### config.mk
export PLATFORM = sky130hd
export DESIGN_NAME = dmem_port_arbiter_flat
export DESIGN_NICKNAME = d
export VERILOG_FILES = /design/src/rtl/dmem_arb_pkg.sv /design/src/rtl/dmem_port_arbiter_if.sv /design/src/rtl/dmem_arb_starve_cnt.sv /design/src/rtl/dmem_port_arbiter.sv /design/src/flat_wrapper.sv
export SDC_FILE = /design/constraint.sdc
export NUM_CORES = 1
export LEC_CHECK = 0
export ABC_AREA = 1
export ABC_CLOCK_PERIOD_IN_PS = 3900
export CELL_PAD_IN_SITES_DETAIL_PLACEMENT = 0
export CELL_PAD_IN_SITES_GLOBAL_PLACEMENT = 2
export CORE_AREA = 2 2 150 152
export CTS_BUF_LIST = sky130_fd_sc_hd__clkbuf_16
export CTS_CLUSTER_DIAMETER = 100
export CTS_CLUSTER_SIZE = 40
export DETAILED_ROUTE_END_ITERATION = 8
export DIE_AREA = 0 0 152 154
export GPL_TIMING_DRIVEN = 0
export PLACE_DENSITY = 0.8
export REMOVE_ABC_BUFFERS = 1
export SYNTH_ARGS = -nofsm -noshare
export SYNTH_HDL_FRONTEND = slang
export SYNTH_SLANG_ARGS = --single-unit
### constraint.sdc
create_clock -name clk -period 3.9 [get_ports clk]
set_input_delay 0.585 -clock clk [delete_from_list [all_inputs] [get_ports clk]]
set_output_delay 0.585 -clock clk [all_outputs]
set_load 0.05 [all_outputs]
### src/rtl/dmem_arb_pkg.sv
// Shared types for the data-memory port arbiter.
// State encoding records last-cycle owner; owner codes name who drives memory now.
package dmem_arb_pkg;

    typedef enum logic [1:0] {
        ST_IDLE = 2'd0,
        ST_CORE = 2'd1,
        ST_AUX  = 2'd2,
        ST_LOCK = 2'd3
    } state_t;

    typedef enum logic [1:0] {
        OWN_NONE = 2'd0,
        OWN_CORE = 2'd1,
        OWN_AUX  = 2'd2
    } owner_t;

    localparam int unsigned MAX_BURST_DEF = 4;

    function automatic int unsigned cnt_w(input int unsigned max);
        return $clog2(max + 1);
    endfunction

endpackage

### src/rtl/dmem_port_arbiter_if.sv
// Bundle of core, aux and data_mem signals around the arbiter.
// master: requesters plus memory read data; slave: the arbiter.
interface dmem_port_arbiter_if #(
    parameter int unsigned AW = 32,
    parameter int unsigned DW = 32
);

    logic          core_req;
    logic          core_we;
    logic [AW-1:0] core_addr;
    logic [DW-1:0] core_wdata;
    logic          core_gnt;
    logic [DW-1:0] core_rdata;
    logic          core_stall;

    logic          aux_req;
    logic          aux_we;
    logic          aux_lock;
    logic [AW-1:0] aux_addr;
    logic [DW-1:0] aux_wdata;
    logic          aux_gnt;
    logic          aux_rvalid;
    logic [DW-1:0] aux_rdata;

    logic          mem_we;
    logic [AW-1:0] mem_a;
    logic [DW-1:0] mem_wd;
    logic [DW-1:0] mem_rd;

    modport master (
        output core_req, core_we, core_addr, core_wdata,
        input  core_gnt, core_rdata, core_stall,
        output aux_req, aux_we, aux_lock, aux_addr, aux_wdata,
        input  aux_gnt, aux_rvalid, aux_rdata,
        input  mem_we, mem_a, mem_wd,
        output mem_rd
    );

    modport slave (
        input  core_req, core_we, core_addr, core_wdata,
        output core_gnt, core_rdata, core_stall,
        input  aux_req, aux_we, aux_lock, aux_addr, aux_wdata,
        output aux_gnt, aux_rvalid, aux_rdata,
        output mem_we, mem_a, mem_wd,
        input  mem_rd
    );

endinterface

### src/rtl/dmem_arb_starve_cnt.sv
// Saturating count of core grants handed out while aux is waiting.
// sat tells the arbiter to hand the next contested cycle to aux.
module dmem_arb_starve_cnt
    import dmem_arb_pkg::*;
#(
    parameter int unsigned MAX = MAX_BURST_DEF
) (
    input  logic clk,
    input  logic reset,
    input  logic inc,
    input  logic clr,
    output logic sat
);

    localparam int unsigned W = cnt_w(MAX);

    logic [W-1:0] cnt;

    assign sat = (cnt == W'(MAX));

    always_ff @(posedge clk) begin
        if (reset) begin
            cnt <= '0;
        end else if (clr) begin
            cnt <= '0;
        end else if (inc && !sat) begin
            cnt <= cnt + W'(1);
        end
    end

endmodule

### src/rtl/dmem_port_arbiter.sv
// Shares data_mem between the core load/store path and the aux loader/debug port.
// Grant and mux are combinational; owner FSM, starvation count and aux read data registered.
module dmem_port_arbiter
    import dmem_arb_pkg::*;
#(
    parameter int unsigned MAX_BURST = MAX_BURST_DEF
) (
    input  logic                clk,
    input  logic                reset,
    dmem_port_arbiter_if.slave  bus
);

    state_t state;
    state_t state_nxt;
    owner_t owner;
    logic   starve_sat;
    logic   cnt_inc;
    logic   cnt_clr;

    always_ff @(posedge clk) begin
        if (reset) begin
            state <= ST_IDLE;
        end else begin
            state <= state_nxt;
        end
    end

    // Reset forces no owner so nothing reaches memory while it is held.
    always_comb begin
        owner = OWN_NONE;
        if (reset) begin
            owner = OWN_NONE;
        end else if (state == ST_LOCK) begin
            if (bus.aux_req) begin
                owner = OWN_AUX;
            end
        end else if (bus.core_req && bus.aux_req) begin
            owner = starve_sat ? OWN_AUX : OWN_CORE;
        end else if (bus.core_req) begin
            owner = OWN_CORE;
        end else if (bus.aux_req) begin
            owner = OWN_AUX;
        end
    end

    always_comb begin
        state_nxt = ST_IDLE;
        unique case (owner)
            OWN_AUX: begin
                state_nxt = bus.aux_lock ? ST_LOCK : ST_AUX;
            end
            OWN_CORE: begin
                state_nxt = ST_CORE;
            end
            default: begin
                state_nxt = (state == ST_LOCK) ? ST_LOCK : ST_IDLE;
            end
        endcase
    end

    assign bus.core_gnt   = (owner == OWN_CORE);
    assign bus.aux_gnt    = (owner == OWN_AUX);
    assign bus.core_stall = bus.core_req && !bus.core_gnt && !reset;
    assign bus.core_rdata = bus.mem_rd;

    always_comb begin
        bus.mem_we = 1'b0;
        bus.mem_a  = bus.core_addr;
        bus.mem_wd = '0;
        unique case (owner)
            OWN_CORE: begin
                bus.mem_we = bus.core_we;
                bus.mem_a  = bus.core_addr;
                bus.mem_wd = bus.core_wdata;
            end
            OWN_AUX: begin
                bus.mem_we = bus.aux_we;
                bus.mem_a  = bus.aux_addr;
                bus.mem_wd = bus.aux_wdata;
            end
            default: begin
                bus.mem_we = 1'b0;
            end
        endcase
    end

    assign cnt_inc = bus.core_gnt && bus.aux_req;
    assign cnt_clr = bus.aux_gnt || !bus.aux_req;

    dmem_arb_starve_cnt #(
        .MAX (MAX_BURST)
    ) u_starve (
        .clk   (clk),
        .reset (reset),
        .inc   (cnt_inc),
        .clr   (cnt_clr),
        .sat   (starve_sat)
    );

    always_ff @(posedge clk) begin
        if (reset) begin
            bus.aux_rvalid <= 1'b0;
            bus.aux_rdata  <= '0;
        end else begin
            bus.aux_rvalid <= bus.aux_gnt && !bus.aux_we;
            if (bus.aux_gnt && !bus.aux_we) begin
                bus.aux_rdata <= bus.mem_rd;
            end
        end
    end

endmodule

### src/flat_wrapper.sv
// flat-port wrapper written by rule: the top's interface ports become plain ports
module dmem_port_arbiter_flat import dmem_arb_pkg::*;
#(
    parameter int unsigned MAX_BURST = MAX_BURST_DEF
)
  (clk, reset, bus_core_req, bus_core_we, bus_core_addr, bus_core_wdata, bus_core_gnt, bus_core_rdata, bus_core_stall, bus_aux_req, bus_aux_we, bus_aux_lock, bus_aux_addr, bus_aux_wdata, bus_aux_gnt, bus_aux_rvalid, bus_aux_rdata, bus_mem_we, bus_mem_a, bus_mem_wd, bus_mem_rd);
  dmem_port_arbiter_if #(.AW(32), .DW(32)) bus_i ();
  input  logic clk;
  input  logic reset;
  input wire logic [$bits(bus_i.core_req)-1:0] bus_core_req;
  input wire logic [$bits(bus_i.core_we)-1:0] bus_core_we;
  input wire logic [$bits(bus_i.core_addr)-1:0] bus_core_addr;
  input wire logic [$bits(bus_i.core_wdata)-1:0] bus_core_wdata;
  output wire logic [$bits(bus_i.core_gnt)-1:0] bus_core_gnt;
  output wire logic [$bits(bus_i.core_rdata)-1:0] bus_core_rdata;
  output wire logic [$bits(bus_i.core_stall)-1:0] bus_core_stall;
  input wire logic [$bits(bus_i.aux_req)-1:0] bus_aux_req;
  input wire logic [$bits(bus_i.aux_we)-1:0] bus_aux_we;
  input wire logic [$bits(bus_i.aux_lock)-1:0] bus_aux_lock;
  input wire logic [$bits(bus_i.aux_addr)-1:0] bus_aux_addr;
  input wire logic [$bits(bus_i.aux_wdata)-1:0] bus_aux_wdata;
  output wire logic [$bits(bus_i.aux_gnt)-1:0] bus_aux_gnt;
  output wire logic [$bits(bus_i.aux_rvalid)-1:0] bus_aux_rvalid;
  output wire logic [$bits(bus_i.aux_rdata)-1:0] bus_aux_rdata;
  output wire logic [$bits(bus_i.mem_we)-1:0] bus_mem_we;
  output wire logic [$bits(bus_i.mem_a)-1:0] bus_mem_a;
  output wire logic [$bits(bus_i.mem_wd)-1:0] bus_mem_wd;
  input wire logic [$bits(bus_i.mem_rd)-1:0] bus_mem_rd;
  assign bus_i.core_req = bus_core_req;
  assign bus_i.core_we = bus_core_we;
  assign bus_i.core_addr = bus_core_addr;
  assign bus_i.core_wdata = bus_core_wdata;
  assign bus_core_gnt = bus_i.core_gnt;
  assign bus_core_rdata = bus_i.core_rdata;
  assign bus_core_stall = bus_i.core_stall;
  assign bus_i.aux_req = bus_aux_req;
  assign bus_i.aux_we = bus_aux_we;
  assign bus_i.aux_lock = bus_aux_lock;
  assign bus_i.aux_addr = bus_aux_addr;
  assign bus_i.aux_wdata = bus_aux_wdata;
  assign bus_aux_gnt = bus_i.aux_gnt;
  assign bus_aux_rvalid = bus_i.aux_rvalid;
  assign bus_aux_rdata = bus_i.aux_rdata;
  assign bus_mem_we = bus_i.mem_we;
  assign bus_mem_a = bus_i.mem_a;
  assign bus_mem_wd = bus_i.mem_wd;
  assign bus_i.mem_rd = bus_mem_rd;
  dmem_port_arbiter #(.MAX_BURST(MAX_BURST)) u_core (.clk(clk), .reset(reset), .bus(bus_i));
endmodule
# After elaboration in Yosys (flattened, before gate mapping)
# Cells that the tools add are included.
# word_totals
register_bits	38
inputBits	167
out_inout_bits	133
wordCells	34
# op_classes
add_sub_neg	1
n_eq_ne	4
mux	12
reduce_logical	13
# op_table
operator	count
$pmux 32 s2	1
$mux 32	1
$mux 2	7
$logic_and 1x1->1	6
$logic_not 1->1	5
$eq 2x2->1 const B	2
$pmux 2 s2	1
$add 3x1->3 const B	1
$eq 3x3->1 const B	1
$eq 2x1->1 const B	1
$pmux 1 s2	1
$reduce_or 2->1	1
$logic_or 1x1->1	1
$mux 1	1

# Longest topological paths before layout
# Gate-level depths: netlist (run 1).
# logic_depth
ltp_word	9
mapped_depth	14
mapped_depth_nobuf	12

# Hierarchy
# From an unflattened synthesis (run 1), not the netlist that was laid out.
# hier_totals
cells_unflattened	435
hier_area_um2	2732.6
# modules_own_cells
module	n_inst	cells_per_inst	area_each_um2	seq_area_each_um2
dmem_port_arbiter	1	408	2557.5	700.7
dmem_arb_starve_cnt	1	27	175.2	60.1

# Least setup slack after synthesis (run 1)
# No wires, ideal clock.
# synth_timing
kind	input-to-output
startpoint	input port bus_aux_req
endpoint	output port bus_mem_wd[0]
t_arrival_ns	2.714
required_time_ns	3.315
slack_ns	0.601
path_stages	8
n_path_buf	1
cell_sequence	inv_1 -> nor2_4 -> nand2_4 -> buf_4 -> ha_1 -> clkinv_1 -> nand3_2 -> o21ai_0
# synth_between
elab_chain_len	7
word_cells_on_any_way	9
classes_between	eq/ne (2); mux (6); reduce/logical (1)
# synth_rtl
item	line_no	text
start: declaration	flat_wrapper.sv:17	input wire logic [$bits(bus_i.aux_req)-1:0] bus_aux_req;
$mux 2	dmem_port_arbiter.sv:34, dmem_port_arbiter.sv:41	
$mux 2	dmem_port_arbiter.sv:39	end else if (bus.core_req) begin
$mux 2	dmem_port_arbiter.sv:37	end else if (bus.core_req && bus.aux_req) begin
$mux 2 (*)	dmem_port_arbiter.sv:33	end else if (state == ST_LOCK) begin
$mux 2 (*)	dmem_port_arbiter.sv:31	if (reset) begin
$eq 2x2->1 / $eq 2x1->1 (equally long branches)	dmem_port_arbiter.sv:70	unique case (owner)
$pmux 32 s2 (*)	dmem_port_arbiter.sv:70	
end: declaration	flat_wrapper.sv:27	output wire logic [$bits(bus_i.mem_wd)-1:0] bus_mem_wd;
# Every way passes the cells marked *; elsewhere a longest branch is shown, timed or not.

# Worst setup path in the final report (run 1)
# layout_timing
startpoint	input port bus_aux_req
endpoint	output port bus_mem_wd[12]
# Same word-level chain as after synthesis.

==> results.yml, run 1 <==
timing:
  max_freq_ghz: 0.2671
  drv_slew: 0
  finalWorstSetupSlack_ps: 156.7
  period_minus_slack_ps: 3743
  fin_skew_ps: 8.112
  whs_ps: 483.3
  hold_viol: 0
  worstMarginPinSlew_ps: 764.9
  finalSetupViolCount: 0
  min_period_over_period_pct: 95.98
  setup_tns_ps: 0
  timing.slew.headroom_pct: 48.95
  grt_setup_unrepaired: "false"
worst_setup_path:
  start_kind: "input port"
  critPathRequiredTime_ps: 3310
  path_cells: "clkdlybuf4s50_1 -> inv_1 -> nor2_4 -> nand2_4 -> ha_4 -> clkinv_4 -> nand3_4 -> buf_12 -> o21ai_2 -> clkdlybuf4s15_1"
  endpoint_kind: "output port"
  slowest_delay_ps: 520
  critPathArrivalTime_ps: 3160
  crit_slowest_cell: "clkdlybuf4s15_1"
  path_max_fanout: 35
  crit_type: "in -> out"
power:
  p_int_mw: 1.046
  power.leakage_nw: 2.556
  power_mw: 1.609
  vdd_drop_max_mv: 0.1356
  combPwrFrac_pct: 41.4
  power_density_nw_per_um2: 266.3
  p_switching_mw: 0.5630
  swShare_pct: 34.98
  clock_power_share_pct: 33.5
  p_seq_share_pct: 25.1
layout:
  finalNonFillerCells: 973
  multi_input_area_um2: 1491
  nets: 863
  fin_area_um2: 6043
  antenna_cells: 0
  final_util_pct: 27.86
  fillCellCount: 2353
  area_growth_pct: 117.0
  regArea_um2: 760.7
  layout-drive-gt1-share_pct: 13.42
flow_run:
  cap_violations: 0
die:
  core-area_um2: 21690
  dieArea_um2: 23410
  ioPinCount: 300
  fp.dieH_um: 154
  num_rows: 54
  die_w_um: 152
  start_util_pct: 12.84
global_routing:
  antenna_found_initial: 0
  grt_max_degree: 38
  grt_pass1_wl_mm: 19.49
  grtUsageTotal_pct: 10.38
  grt_pass1_vias: 3538
  grt.overflow.total: 0
yosys:
  yosys-top-cells-count: "nand2_1 (102), nor2_1 (68), inv_1 (45), dfxtp_1 (38), o21ai_0 (36)"
  yosysTopAreaCell: "dfxtp_1"
  synth_top_area_share_pct: 27.31
  ys_ff_latch: 38
  synth_top_cells_by_area: "dfxtp_1 (27%), nand2_1 (14%), buf_4 (9.4%), nor2_1 (9.2%), o21ai_2 (9.1%)"
  ys_types: 25
  synth.most_common_cell: "nand2_1"
  avgSynthCellArea_um2: 6.388
  synth.yosys.seq_area_share_pct: 27.31
  synth-edff-count: 0
  synth_area_um2: 2785
  yosysWarnings: 0
  synth_ff_type: "dfxtp_1"
  async_reset_ff_share_pct: 0
  netlist_instances: 436
clocking:
  cts_buffers: 5
  ctsHtreeMaxLevel: 2
  tritoncts: "yes"
  cts_buffer_depth: 2
  numClockSinks: 38
  clk_root_buffer_cell: "clkbuf_16"
  clock_latency_ps: 290
  clkTransAtPathRegs_ps: 60
routing:
  drc: 0
  routed_via_density: 3.697
  dr.pass1.iters: 5
  drt_wl_total_mm: 13.21
  routedWlPerCell_um: 13.57
  dr_total_vias: 3597
  final_antenna_net_count: 0
  initialDrtViolationCount: 170
place:
  placed_area_um2: 5734
  port_buffers: 299
  dp_hpwl_mm: 9.388
  gp_congestion: 0.7318
  dpl.cell_count: 958
  post-place-ws_ps: -2418
outcome:
  outcome: "finished clean"
hold_path:
  hold_class: "reg -> reg"
-- power by group through the flow --
stage / sequential [mW] / combinational [mW] / clock (mW)
2_1_floorplan: 0.447 / 0.228 / 0
3_3_place_gp: 0.412 / 0.662 / 0
3_5_place_dp: 0.412 / 0.660 / 0
4_1_cts: 0.403 / 0.670 / 0.564
5_1_grt: 0.404 / 0.702 / 0.575
6_report: 0.404 / 0.666 / 0.540
-- area by class of cell --
type | instances | share of cell area, %
sequential | 38 | 12.59
multi-input combinational | 295 | 24.68
timing repair inverter | 1 | 0.08282
tap | 280 | 5.797
timing repair buffer | 303 | 50.52
clock inverter | 3 | 1.056
inverter | 48 | 3.209
clock buffer | 5 | 2.070
-- placed cells by master, fill, tap and decap left out, types with 4 or more instances in the layout --
master           Yosys  routed
dfxtp_1             38      38
inv_1               45      44
clkdlybuf4s50_1      0     265
nand2_2              9       9
nor2_1              68      68
nand3_1             33      33
o21ai_2             29      29
o21ai_0             36      36
clkbuf_16            0       5
clkdlybuf4s15_2      0      25
clkbuf_2             0       5
a21oi_1              4       4
nand2_1            102     102
-- sequential cells by signal, summed over array words and instances, names as in the netlist --
register               cells
u_core.u_starve.cnt        3
u_core.bus.aux_rvalid      1
u_core.state               2
u_core.bus.aux_rdata      32
-- final timing paths --
check	depth (start not counted)	from	slack (ps)	end
worst min-delay path	2	u_core.u_starve.cnt[0]	480	u_core.u_starve.cnt[0]
worst max-delay path	10	bus_aux_req	160	bus_mem_wd[12]
worst max register to register	12	u_core.u_starve.cnt[0]	710	u_core.bus.aux_rdata[0]
worst min register to register	2	u_core.u_starve.cnt[0]	480	u_core.u_starve.cnt[0]
-- cell families (layout without fill, tap and decap cells) --
family	Yosys count	count (layout)	share of synthesized area [%]
AOI/OAI and AO/OA	71	71	17.07
xor gates and xnor gates	1	1	0.3145
adders and majority gates	4	4	1.797
buffers and inverters	105	360	20.89
DFF	38	38	27.31
and+or+nand+nor	217	219	32.61
-- layer usage --
layer | up-vias | wire, um | share of wire, % | global-route usage (%)
li1 | 1842 | - | - | -
met1 | 1554 | 5959 | 45 | 12.75
met2 | 188 | 6117 | 46 | 17.57
met3 | 13 | 969 | 7.3 | 3.354
met4 | 0 | 161 | 1.2 | 2.581
met5 | - | 0 | 0 | 0
-- what timing repair did --
| item | 4_1_cts | 5_1_grt |
|---|---|---|
| endpoints found under the hold margin | 0 | 0 |
| hold buffers | 0 | 0 |
| gates resized for setup | 103 | 5 |
| pin swaps | 1 | 2 |
| setup endpoints to repair | 43 | 29 |
| buffers inserted | 2 | 2 |
| cloned | 2 | 1 |
-- critical path, delay by kind of cell --
kind,cells,cell delay (ps)
simple gates,3,610
compound gates,1,110
fa+ha+maj,1,360
buf+inv,5,1480
(Power assumes the default switching activity.)
==> inputs of run 2 (changes only) <==
- REMOVE_ABC_BUFFERS: 1 -> unset
- TNS_END_PERCENT: unset -> 10
==> run 2 against run 1 <==
Effect of this change: critical path depth up 1; register-to-register slack better by 740 ps; core utilization is 1.2 points higher; via count is 3.9% higher; global-route usage grew 0.71 points; sequential power about the same; cell count rose by 5.2%; sequential share of layout area fell by 0.52 points; flip-flop and latch count unchanged; maximum frequency up 1.2%; critical endpoint is now bus_mem_wd[9]; largest cell class unchanged.
==> results.yml, run 2 (synthesis gave the netlist of run 1 again) <==
global_routing:
  grtUsageTotal_pct: 11.09
  grt.overflow.total: 0
  grt_pass1_wl_mm: 21.10
  grt_max_degree: 13
  antenna_found_initial: 0
  grt_pass1_vias: 3822
timing:
  grt_setup_unrepaired: "false"
  max_freq_ghz: 0.2704
  timing.slew.headroom_pct: 63.54
  whs_ps: 486.5
  worstMarginPinSlew_ps: 545.1
  finalSetupViolCount: 0
  setup_tns_ps: 0
  hold_viol: 0
  finalWorstSetupSlack_ps: 201.6
  fin_skew_ps: 1.678
  drv_slew: 0
  period_minus_slack_ps: 3698
  min_period_over_period_pct: 94.83
clocking:
  tritoncts: "yes"
  cts_buffers: 5
  post_cts_buffers: 0
  ctsHtreeMaxLevel: 2
  numClockSinks: 38
  cts_buffer_depth: 2
  clkTransAtPathRegs_ps: 60
  clock_latency_ps: 280
  clk_root_buffer_cell: "clkbuf_16"
  cts_hold_buf: 0
layout:
  area_growth_pct: 126.4
  layout-drive-gt1-share_pct: 18.57
  final_common_cell: "clkdlybuf4s50_1"
  largestRegisters: "u_core.bus.aux_rdata x32, u_core.u_starve.cnt x3, u_core.state x2"
  nets: 913
  fillCellCount: 2372
  finalNonFillerCells: 1024
  largest_register: "u_core.bus.aux_rdata"
  final_cell_mix: "clkdlybuf4s50_1 (264), nand2_1 (102), nor2_1 (68), inv_1 (44), dfxtp_1 (38)"
  largest_reg_flops: 32
place:
  dpl.cell_count: 1015
  gp_congestion: 0.7420
  dp_hpwl_mm: 11.17
  port_buffers: 299
  post-place-ws_ps: -744.1
die:
  core-area_um2: 21690
  ioPinCount: 300
  start_util_pct: 12.84
  die_w_um: 152
  dieArea_um2: 23410
  num_rows: 54
  fp.dieH_um: 154
routing:
  routed_via_density: 3.650
  routedWlPerCell_um: 13.24
  final_antenna_net_count: 0
  drt_wl_total_mm: 13.56
  initialDrtViolationCount: 196
  dr_total_vias: 3738
  drc: 0
  dr.pass1.iters: 4
worst_setup_path:
  reg2reg_from: "u_core.u_starve.cnt[0]"
  startpoint: "bus_aux_req"
  rr_worst_depth: 14
  critPathRequiredTime_ps: 3310
  crit_type: "in -> out"
  critPathArrivalTime_ps: 3110
  endpoint_kind: "output port"
  path_max_fanout: 10
  start_kind: "input port"
power:
  vdd_drop_max_mv: 0.1633
  power.leakage_nw: 2.771
  power_density_nw_per_um2: 236.7
outcome:
  outcome: "finished clean"
hold_path:
  min-delay-start: "u_core.u_starve.cnt[0]"
  min_path_cells: 2
  hold_class: "reg -> reg"
flow_run:
  cap_violations: 0
yosys:
  syn-num-nets: 607
[run 2: cell types whose count changed in the layout (fill, tap and decap cells not counted), sizes merged]
| cell | previous run | this run |
|---|---|---|
| bufinv | 2 | 0 |
| nand3 | 36 | 35 |
| inv | 46 | 47 |
| clkdlybuf4s15 | 28 | 30 |
| clkdlybuf4s50 | 265 | 264 |
| diode | 0 | 1 |
| dlymetal6s2s | 0 | 1 |
| clkbuf | 10 | 20 |
| buf | 4 | 45 |
| nor2 | 71 | 70 |
[run 2: what timing repair did]
action                     in CTS  in global routing
hold endpoints to repair        0                  0
resized for setup              97                 15
setup endpoints to repair      34                 33
[run 2: final timing paths]
| path | end | slack, ps |
|---|---|---|
| min reg2reg | u_core.u_starve.cnt[0] | 490 |
| min | u_core.u_starve.cnt[0] | 490 |
| max reg2reg | u_core.bus.aux_rdata[21] | 1450 |
| max | bus_mem_wd[9] | 200 |
[run 2: power breakdown]
part	leakage (nW)	switching, mW	internal, mW
logic	2.40	0.384	0.307
registers	0.308	0.00477	0.399
clock network	0.0672	0.165	0.234
total	2.77	0.554	0.939
[run 2: metrics by stage]
step                area, um2  total power [mW]  util [%]
floorplan                2785            0.7755         -
global route             6304             1.575     29.06
CTS                      6306             1.519     29.08
detailed placement       6128             1.111     28.26
finish                   6306             1.493     29.08
global placement         6128             1.112     28.26
[run 2: worst max-delay path: stages]
cell and delay (ps):
clkdlybuf4s50_1 480, inv_1 80, nor2_4 140, nand2_4 130, buf_4 210, ha_1 410
clkinvlp_4 170, nand3_2 180, buf_6 210, o21ai_2 120, clkdlybuf4s15_2 390
[run 2: layout make-up]
class / count / area, um2 / share of cell area [%]
well taps: 280 / 350.3 / 5.556
multi-input cells: 293 / 1443 / 22.88
flip-flops and latches: 38 / 760.7 / 12.06
inverters: 48 / 186.4 / 2.956
diodes: 1 / 2.502 / 0.03968
clock buffers: 5 / 125.1 / 1.984
plain buffers: 57 / 406.6 / 6.448
repair buffers: 299 / 3015 / 47.82
clock inverters: 3 / 16.27 / 0.2579
[run 2: routing by layer]
layer	up-vias	track usage, %	part of all wire, %
li1	1933	-	-
met1	1597	13.51	43
met2	191	18.90	46
met3	17	3.918	8.8
met4	0	2.270	1.6
met5	-	0	0
==> inputs of run 3 (changes only) <==
- GPL_TIMING_DRIVEN: 0 -> unset
==> run 3 against run 2 <==
Effect of this change: register-to-register slack gained 70 ps; non-clock buffer count shrank 47; via count shrank 4.4%; cell count shrank 4.7%; critical path depth shrank 1; sequential power is essentially flat; maximum frequency grew 7.2%; combinational power is essentially flat; setup slack gained 250 ps; sequential share of layout area grew 0.16 points; wire length shrank 4.6%; worst hold slack lost 1.1 ps.
==> results.yml, run 3 (synthesis gave the netlist of run 1 again) <==
worst_setup_path:
  critPathRequiredTime_ps: 3310
  rr_worst_depth: 12
  path_cells: "clkdlybuf4s50_1 -> buf_4 -> nor2_4 -> nand2_4 -> ha_1 -> clkinv_1 -> nand3_2 -> buf_4 -> o21ai_0 -> buf_12"
  crit_type: "in -> out"
  crit_slowest_cell: "clkdlybuf4s50_1"
  path_delay_family: "buffers and inverters"
  endpoint_kind: "output port"
  path_max_fanout: 23
  r2r_slack_ps: 1520
  slowest_delay_ps: 430
  cp_common_cell: "buf_4"
  path_buf_inv: 5
  start_kind: "input port"
  critPathArrivalTime_ps: 2860
  r2r_end: "u_core.bus.aux_rdata[24]"
  reg2reg_from: "u_core.u_starve.cnt[0]"
timing:
  fin_skew_ps: 4.831
  whs_ps: 485.4
  finalSetupViolCount: 0
  setup_tns_ps: 0
  grt_setup_unrepaired: "false"
  max_freq_ghz: 0.2900
  min_period_over_period_pct: 88.42
  drv_slew: 0
  period_minus_slack_ps: 3449
  timing.slew.headroom_pct: 57.69
  hold_viol: 0
  worstMarginPinSlew_ps: 633.8
global_routing:
  grt_pass1_wl_mm: 19.55
  grt_max_degree: 36
  grt_pass1_vias: 3488
  grtUsageTotal_pct: 10.42
  antenna_found_initial: 0
  grt.overflow.total: 0
layout:
  final_cell_mix: "clkdlybuf4s50_1 (234), nand2_1 (102), nor2_1 (68), inv_1 (45), buf_4 (40)"
  largestRegisters: "u_core.bus.aux_rdata x32, u_core.u_starve.cnt x3, u_core.state x2"
  nets: 866
  final_common_cell: "clkdlybuf4s50_1"
  largest_reg_flops: 32
  area_growth_pct: 123.4
  antenna_cells: 0
  layout-drive-gt1-share_pct: 18.39
  largest_register: "u_core.bus.aux_rdata"
  finalNonFillerCells: 976
clocking:
  cts_buffer_depth: 2
  clkTransAtPathRegs_ps: 60
  cts_hold_buf: 0
  cts_buffers: 5
  post_cts_resize_count: 0
  clk_root_buffer_cell: "clkbuf_16"
  clock_latency_ps: 290
  tritoncts: "yes"
  ctsHtreeMaxLevel: 2
  post_cts_buffers: 0
  numClockSinks: 38
yosys:
  syn-num-nets: 607
routing:
  drt_wl_total_mm: 12.94
  drc: 0
  dr.pass1.iters: 4
  initialDrtViolationCount: 230
  routed_via_density: 3.661
  final_antenna_net_count: 0
  dr_total_vias: 3573
  routedWlPerCell_um: 13.26
power:
  power.leakage_nw: 2.726
  vdd_drop_max_mv: 0.1412
  power_density_nw_per_um2: 241.1
die:
  die_w_um: 152
  fp.dieH_um: 154
  start_util_pct: 12.84
  core-area_um2: 21690
  ioPinCount: 300
  dieArea_um2: 23410
  num_rows: 54
place:
  dp_hpwl_mm: 10.24
  dpl.cell_count: 968
  port_buffers: 299
  gp_congestion: 0.7686
flow_run:
  cap_violations: 0
hold_path:
  min-delay-start: "u_core.u_starve.cnt[0]"
  hold_end: "u_core.u_starve.cnt[0]"
  hold_class: "reg -> reg"
  min_path_cells: 2
outcome:
  outcome: "finished clean"
==> run 3: cell count changes in the layout (fill, tap and decap cells not counted), sizes merged, moves of 15 or more <==
cell and delta:
clkbuf -15, clkdlybuf4s15 -30, buf +30, clkdlybuf4s50 -30
==> run 3: worst max-delay path by stage <==
| stage | end | slack (ps) | from | cells past startpoint |
|---|---|---|---|---|
| floorplan | bus_mem_wd[0] | 600 | bus_aux_req | 8 |
| global placement | bus_mem_we | 510 | reset | 9 |
| detailed placement | bus_mem_wd[1] | 440 | reset | 10 |
| CTS | bus_mem_wd[1] | 430 | reset | 10 |
| global route | bus_mem_wd[1] | 320 | reset | 10 |
| finish | bus_mem_wd[1] | 450 | reset | 10 |
==> run 3: cell type report <==
cell class	count	area, um2
tap	280	350.3
inverter	48	182.7
sequential	38	760.7
timing repair buffer	309	3343
clock inverter	3	16.27
fill	2351	15470
multi-input combinational	293	1443
clock buffer	5	125.1
==> run 3: per-layer routing <==
| metal | up-vias | track usage, % | wire [um] |
|---|---|---|---|
| met5 | - | 0 | 0 |
| met4 | 0 | 1.736 | 84 |
| met3 | 6 | 4.425 | 1206 |
| met2 | 175 | 17.42 | 6057 |
| met1 | 1551 | 12.67 | 5590 |
| li1 | 1841 | - | - |
==> run 3: where the power goes <==
part | total (mW) | switching, mW | leakage [nW] | internal (mW)
combinational | 0.690 | 0.384 | 2.35 | 0.306
sequential | 0.404 | 0.00480 | 0.308 | 0.399
clock | 0.406 | 0.173 | 0.0672 | 0.234
total | 1.50 | 0.561 | 2.73 | 0.939
==> run 3: per-stage QoR <==
stage               util (%)  total power, mW  setup slack (ps)  instance area [um2]
finish                 28.68            1.500             451.5                 6221
global placement       28.03            1.108             505.8                 6080
global route           28.68            1.573             317.6                 6221
CTS                    28.68            1.532             428.8                 6221
floorplan                  -           0.7755             600.8                 2785
detailed placement     28.03            1.106             435.1                 6080
==> run 3: worst register-to-register path, stage by stage (launching register included) <==
cell and delay, ps:
dfxtp_1 350, inv_1 70, ha_1 190, nand2_1 110, nand3_2 140, nand2_4 180
inv_4 130, ha_1 280, inv_1 90, nor2_2 60, inv_2 470, nor2_1 130
nor2_1 130
